File: config.mk
export PLATFORM = sky130hd
export DESIGN_NAME = backlight_ramp
export DESIGN_NICKNAME = d
export VERILOG_FILES = /design/src/rtl/backlight_ramp.sv
export SDC_FILE = /design/constraint.sdc
export NUM_CORES = 1
export LEC_CHECK = 0
export ABC_AREA = 1
export BUFFER_PORTS_ARGS = -buffer_cell sky130_fd_sc_hd__buf_2
export CAP_MARGIN = 5
export CORE_ASPECT_RATIO = 1.4
export CORE_UTILIZATION = 32
export CTS_CLUSTER_SIZE = 8
export DETAILED_ROUTE_END_ITERATION = 10
export SYNTH_ARGS = -nofsm -noshare
export SYNTH_HDL_FRONTEND = slang
export SYNTH_SLANG_ARGS = --single-unit
File: constraint.sdc
create_clock -name clk_in -period 6.1 [get_ports clk_in]
set_input_delay 0 -clock clk_in [delete_from_list [all_inputs] [get_ports clk_in]]
set_output_delay 0 -clock clk_in [all_outputs]
set_load 0.01 [all_outputs]
File: src/rtl/backlight_ramp.sv
// Duty-cycle source for the backlight PWM: accepts a target over valid/ready and
// steps duty_out toward it by STEP, changing duty only at PWM period boundaries.
module backlight_ramp #(
  parameter int DUTY_W       = 8,
  parameter int PERIOD       = 256,
  parameter int STEP         = 1,
  parameter int DEFAULT_DUTY = 64
) (
  input  logic              clk_in,
  input  logic              rst_n_in,
  input  logic              target_valid_in,
  input  logic [DUTY_W-1:0] target_in,
  output logic              target_ready_out,
  input  logic              hold_in,
  output logic [DUTY_W-1:0] duty_out,
  output logic              period_start_out,
  output logic              busy_out,
  output logic              done_out
);

  localparam int                PRE_W    = $clog2(PERIOD);
  localparam logic [PRE_W-1:0]  PRE_LAST = PRE_W'(PERIOD - 1);
  localparam logic [DUTY_W:0]   STEP_X   = (DUTY_W + 1)'(STEP);
  localparam logic [DUTY_W-1:0] DUTY_RST = DUTY_W'(DEFAULT_DUTY);

  typedef enum logic [1:0] {
    IDLE      = 2'd0,
    RAMP_UP   = 2'd1,
    RAMP_DOWN = 2'd2
  } state_t;

  // Handshake: a target transfers on a rising edge where target_valid_in and
  // target_ready_out are both high; ready is high exactly while no ramp is active.

  state_t             state_q, state_d;
  logic [PRE_W-1:0]   pre_q, pre_d;
  logic [DUTY_W-1:0]  duty_q, duty_d;
  logic [DUTY_W-1:0]  target_q, target_d;
  logic               done_q, done_d;

  logic               tick;
  logic [DUTY_W:0]    up_diff;
  logic [DUTY_W:0]    dn_diff;

  assign tick    = (pre_q == PRE_LAST);
  // One extra bit keeps the distance to target from wrapping near the range ends.
  assign up_diff = {1'b0, target_q} - {1'b0, duty_q};
  assign dn_diff = {1'b0, duty_q} - {1'b0, target_q};

  always_comb begin
    pre_d    = tick ? '0 : pre_q + PRE_W'(1);
    state_d  = state_q;
    duty_d   = duty_q;
    target_d = target_q;
    done_d   = 1'b0;
    case (state_q)
      IDLE: begin
        if (target_valid_in) begin
          target_d = target_in;
          if (target_in > duty_q)      state_d = RAMP_UP;
          else if (target_in < duty_q) state_d = RAMP_DOWN;
          else                         done_d  = 1'b1;
        end
      end
      RAMP_UP: begin
        if (tick && !hold_in) begin
          if (up_diff <= STEP_X) begin
            duty_d  = target_q;
            state_d = IDLE;
            done_d  = 1'b1;
          end else begin
            duty_d = duty_q + STEP_X[DUTY_W-1:0];
          end
        end
      end
      RAMP_DOWN: begin
        if (tick && !hold_in) begin
          if (dn_diff <= STEP_X) begin
            duty_d  = target_q;
            state_d = IDLE;
            done_d  = 1'b1;
          end else begin
            duty_d = duty_q - STEP_X[DUTY_W-1:0];
          end
        end
      end
      default: state_d = IDLE;
    endcase
  end

  always_ff @(posedge clk_in or negedge rst_n_in) begin
    if (!rst_n_in) begin
      state_q  <= IDLE;
      pre_q    <= '0;
      duty_q   <= DUTY_RST;
      target_q <= DUTY_RST;
      done_q   <= 1'b0;
    end else begin
      state_q  <= state_d;
      pre_q    <= pre_d;
      duty_q   <= duty_d;
      target_q <= target_d;
      done_q   <= done_d;
    end
  end

  assign duty_out         = duty_q;
  assign period_start_out = (pre_q == '0);
  assign target_ready_out = (state_q == IDLE);
  assign busy_out         = (state_q != IDLE);
  assign done_out         = done_q;

endmodule

==> impl_metrics.prom <==
# TYPE chip_impl_metric gauge
chip_impl_metric{name="power.density_cell_area",unit="mW/mm^2"} 554.2
chip_impl_metric{name="design.final.nets",unit=""} 516
chip_impl_metric{name="start_util",unit="%"} 33.13
chip_impl_metric{name="path_buf_inv",unit=""} 2
chip_impl_metric{name="clock_latency_late_sink",unit="ns"} 0.27
chip_impl_info{name="cp_top_family",value="simple AND/OR/NAND/NOR gates"} 1
chip_impl_metric{name="hold_violations",unit=""} 0
chip_impl_metric{name="detail_route.first_pass.iterations",unit=""} 4
chip_impl_metric{name="clock_period_minus_final_worst_setup_slack",unit="ns"} 2.833
chip_impl_info{name="crit_path_start",value="duty_out[0]$_DFFE_PN0P_"} 1
chip_impl_info{name="post-synth-top-area-cell",value="dfrtp_1"} 1
chip_impl_info{name="highest_count_cells_in_the_layout_ignoring_fill_and_taps",value="126 x nand2_1, 64 x inv_1, 56 x nand3_1"} 1
chip_impl_metric{name="synth_top_area_share",unit="%"} 20.91
chip_impl_metric{name="global_route.usage.total",unit="%"} 16.98
chip_impl_metric{name="remaining_drc_errors",unit=""} 0
chip_impl_metric{name="globalplace.congestion",unit=""} 0.9420
chip_impl_metric{name="fmax",unit="MHz"} 353.0
chip_impl_metric{name="vias",unit=""} 2779
chip_impl_info{name="rsz_0062_raised_after_global_routing",value="false"} 1
chip_impl_info{name="worstPathCellList",value="inv_1 -> ha_1 -> fa_1 -> inv_1 -> nand2_1 -> a21boi_1 -> nand2_1 -> nor2_1 -> nand2_1 -> nor2_2 -> nand3_1 -> nand2_1 -> nand2_1 -> a21oi_1"} 1
chip_impl_metric{name="drt.antenna.violating_nets",unit=""} 0
chip_impl_metric{name="transition_at_the_pin_with_the_smallest_max_transition_slack",unit="ns"} 0.6522
chip_impl_metric{name="io_pins",unit=""} 24
chip_impl_metric{name="power.total",unit="W"} 0.001836
chip_impl_metric{name="area_growth_syn_to_layout",unit="%"} 10.75
chip_impl_info{name="last_element_of_the_critical_path",value="done_out$_DFF_PN0_"} 1
chip_impl_metric{name="setup_total_negative_slack",unit="ns"} 0
chip_impl_info{name="critPathMostFrequentCell",value="nand2_1"} 1
chip_impl_info{name="synth-main-ff-cell",value="dfrtp_1"} 1
chip_impl_metric{name="worstPathRequired",unit="ns"} 6.28
chip_impl_info{name="critical_path.reg2reg.endpoint",value="done_out$_DFF_PN0_"} 1
chip_impl_info{name="cpMaxStageDelayCell",value="dfrtp_1"} 1
chip_impl_metric{name="initialDrtViolationCount",unit=""} 137
chip_impl_metric{name="synthesis.area_per_instance",unit="um^2"} 6.723
chip_impl_metric{name="ir_worst_vdd",unit="mV"} 0.1835
chip_impl_metric{name="synth.net_count",unit=""} 491
chip_impl_info{name="crit_type",value="reg2reg"} 1
chip_impl_metric{name="critical_path_depth",unit=""} 14
chip_impl_metric{name="globalRoute.totalOverflow",unit=""} 0
chip_impl_metric{name="core_region_area",unit="mm^2"} 0.009029
chip_impl_metric{name="fp-row-count",unit=""} 41
chip_impl_metric{name="syn_inst",unit=""} 445
chip_impl_metric{name="setup_violations",unit=""} 0
chip_impl_metric{name="final_worst_clock_skew",unit="ns"} 0.003847
chip_impl_metric{name="dpl.hpwl",unit="mm"} 6.566
chip_impl_metric{name="sequential_to_total_area_share_from_yosys_stat",unit="%"} 22.67
chip_impl_metric{name="antenna_cells",unit=""} 0
chip_impl_metric{name="cts_num_sinks",unit=""} 27
chip_impl_metric{name="regToRegSetupSlack",unit="ns"} 3.27
chip_impl_metric{name="drive_above_1_share",unit="%"} 14.71
chip_impl_metric{name="yosys.cell_types.count",unit=""} 36
chip_impl_info{name="min_path_type",value="in2reg"} 1
chip_impl_info{name="endpoint_kind",value="register"} 1
chip_impl_info{name="timing.critical_path.from_type",value="register"} 1
chip_impl_metric{name="synth-seq-cells",unit=""} 27
chip_impl_info{name="status",value="complete, no violations"} 1
chip_impl_metric{name="io_buffer_count",unit=""} 23
chip_impl_metric{name="die-height",unit="um"} 116.4
chip_impl_metric{name="clk_pin_slew_worst_paths",unit="ns"} 0.07
chip_impl_metric{name="die_width",unit="um"} 83.72
chip_impl_metric{name="synth-edff-count",unit=""} 0
chip_impl_metric{name="cts-buffers-inserted",unit=""} 3
chip_impl_metric{name="worst-r2r-cell-count",unit=""} 14
chip_impl_metric{name="count_of_maximum_capacitance_violations",unit=""} 0
chip_impl_info{name="cts_tree",value="done"} 1
chip_impl_metric{name="crit_path_max_incr_delay",unit="ns"} 0.47
chip_impl_metric{name="worst-endpoint-arrival",unit="ns"} 3.01
chip_impl_metric{name="vias_per_cell",unit=""} 4.825
chip_impl_metric{name="power.leakage",unit="nW"} 1.837
chip_impl_info{name="synth.top_cells.by_area",value="dfrtp_1 21%, nand2_1 16%, ha_1 13%, nand3_1 9.4%, inv_1 8.0%"} 1
chip_impl_metric{name="routedWlPerCell",unit="um"} 13.75
chip_impl_metric{name="cp_max_fo",unit=""} 7
chip_impl_metric{name="synth.yosys.warnings",unit=""} 0
chip_impl_info{name="leading_cell_type_in_the_layout_fill_and_taps_excluded",value="nand2_1"} 1
chip_impl_metric{name="grt_max_degree",unit=""} 28
chip_impl_metric{name="share_of_synthesized_flip_flops_with_an_asynchronous_set_or_reset",unit="%"} 100.0
chip_impl_metric{name="first_global_vias",unit=""} 2799
chip_impl_metric{name="dieArea",unit="mm^2"} 0.009745
chip_impl_metric{name="grt_antenna_before_repair",unit=""} 0
chip_impl_metric{name="period_share",unit="%"} 46.44
chip_impl_metric{name="cts_htree_levels",unit=""} 1
chip_impl_info{name="cts_root_buf",value="clkbuf_16"} 1
chip_impl_metric{name="cts_buffer_depth",unit=""} 2
chip_impl_metric{name="drt-total-wl",unit="mm"} 7.919
chip_impl_metric{name="timing.slew.headroom",unit="%"} 56.52
chip_impl_metric{name="post_synth_instance_area",unit="mm^2"} 0.002992
chip_impl_metric{name="grt_pass1_wl",unit="mm"} 13.14
chip_impl_metric{name="final_max_slew_viol_count",unit=""} 0
chip_impl_info{name="r2r_start",value="duty_out[0]$_DFFE_PN0P_"} 1
chip_impl_metric{name="cts_post_setup_buffers_inserted",unit=""} 0
metal layers:
| metal | up-vias | share of wire [%] | GRT usage (%) |
|---|---|---|---|
| met5 | - | 0 | 0 |
| li1 | 1448 | - | - |
| met4 | 0 | 3.4 | 8.362 |
| met3 | 18 | 1.6 | 0.8481 |
| met2 | 51 | 56 | 34.96 |
| met1 | 1262 | 39 | 17.27 |
tightest hold or removal path, delay by kind of cell:
kind / cells / cell delay, ns
AOI/OAI and AO/OA: 1 / 0.10
buffers and inverters: 1 / 0.09
and+or+nand+nor: 1 / 0.04
per-stage QoR:
| step | cell area [um^2] | cells | utilization [%] | hold WS, ns | setup slack [ns] |
|---|---|---|---|---|---|
| floorplan | 2992 | 445 | - | -0.2956 | 3.739 |
| global placement | 3201 | 569 | 35.45 | 0.05666 | 3.318 |
| detailed placement | 3201 | 569 | 35.45 | 0.06096 | 3.302 |
| CTS | 3313 | 576 | 36.70 | 0.001144 | 3.280 |
| global route | 3313 | 576 | 36.70 | 0.02299 | 3.017 |
| finish | 3313 | 576 | 36.70 | 0.004648 | 3.267 |
how the worst min path moves through the flow:
stage	start	end	slack, ns	cells past startpoint
after floorplan	rst_n_in	done_out$_DFF_PN0_	-0.30	0
after global placement	rst_n_in	pre_q[5]$_DFF_PN0_	0.06	1
after detailed placement	rst_n_in	pre_q[4]$_DFF_PN0_	0.06	1
after CTS	target_in[7]	target_q[7]$_DFFE_PN0P_	0.001	3
after global routing	target_in[1]	target_q[1]$_DFFE_PN0P_	0.02	3
final	target_in[7]	target_q[7]$_DFFE_PN0P_	0.005	3
cell usage after synthesis, types with 2 or more instances:
library cell / count
o21ai_0: 7
nor4_1: 2
inv_1: 64
nand4_1: 5
nor2_8: 3
nor2_4: 5
nand3_2: 2
xor2_1: 11
buf_2: 2
fa_1: 2
a21oi_1: 21
nor2_1: 32
inv_2: 7
dfstp_2: 2
nand2_2: 12
dfrtp_1: 25
nand3_1: 56
xnor2_1: 3
nand2_4: 4
nor3_1: 5
o21bai_1: 2
buf_4: 2
nand2_1: 126
ha_1: 32
nor2_2: 2
timing repair:
action                     CTS  global route
hold endpoints to repair    27             0
gates resized for setup      0             0
hold buffers                 3             0
setup endpoints to repair    0             0
kinds of logic (layout without fill, tap and decap cells):
| kind of cell | count (synthesis) | after routing | share of synthesized area, % |
|---|---|---|---|
| adder cells (fa/ha/maj) | 34 | 34 | 14.72 |
| XOR/XNOR | 14 | 14 | 4.099 |
| buffers and inverters | 78 | 102 | 10.37 |
| AO/OA/AOI/OAI | 34 | 34 | 6.566 |
| AND/OR/NAND/NOR | 258 | 258 | 41.57 |
| flip-flops | 27 | 27 | 22.67 |
layout make-up:
class,count,area (um^2)
fill,989,5715
multi-input combinational,340,2003
sequential,27,678.2
inverter,72,270.3
timing repair buffer,26,145.1
tap,107,133.9
clock buffer,3,75.07
clock inverter,1,7.507
power by group:
group          switching (W)  total (W)  internal (W)
clock network      0.0000673   0.000157     0.0000894
registers          0.0000757   0.000311      0.000235
logic               0.000913    0.00137      0.000455
registers in the layout (all words and copies together) (netlist names):
signal,count
duty_out,8
state_q,2
done_out,1
target_q,8
pre_q,8
Note: power is estimated with default switching activity, not from simulation.
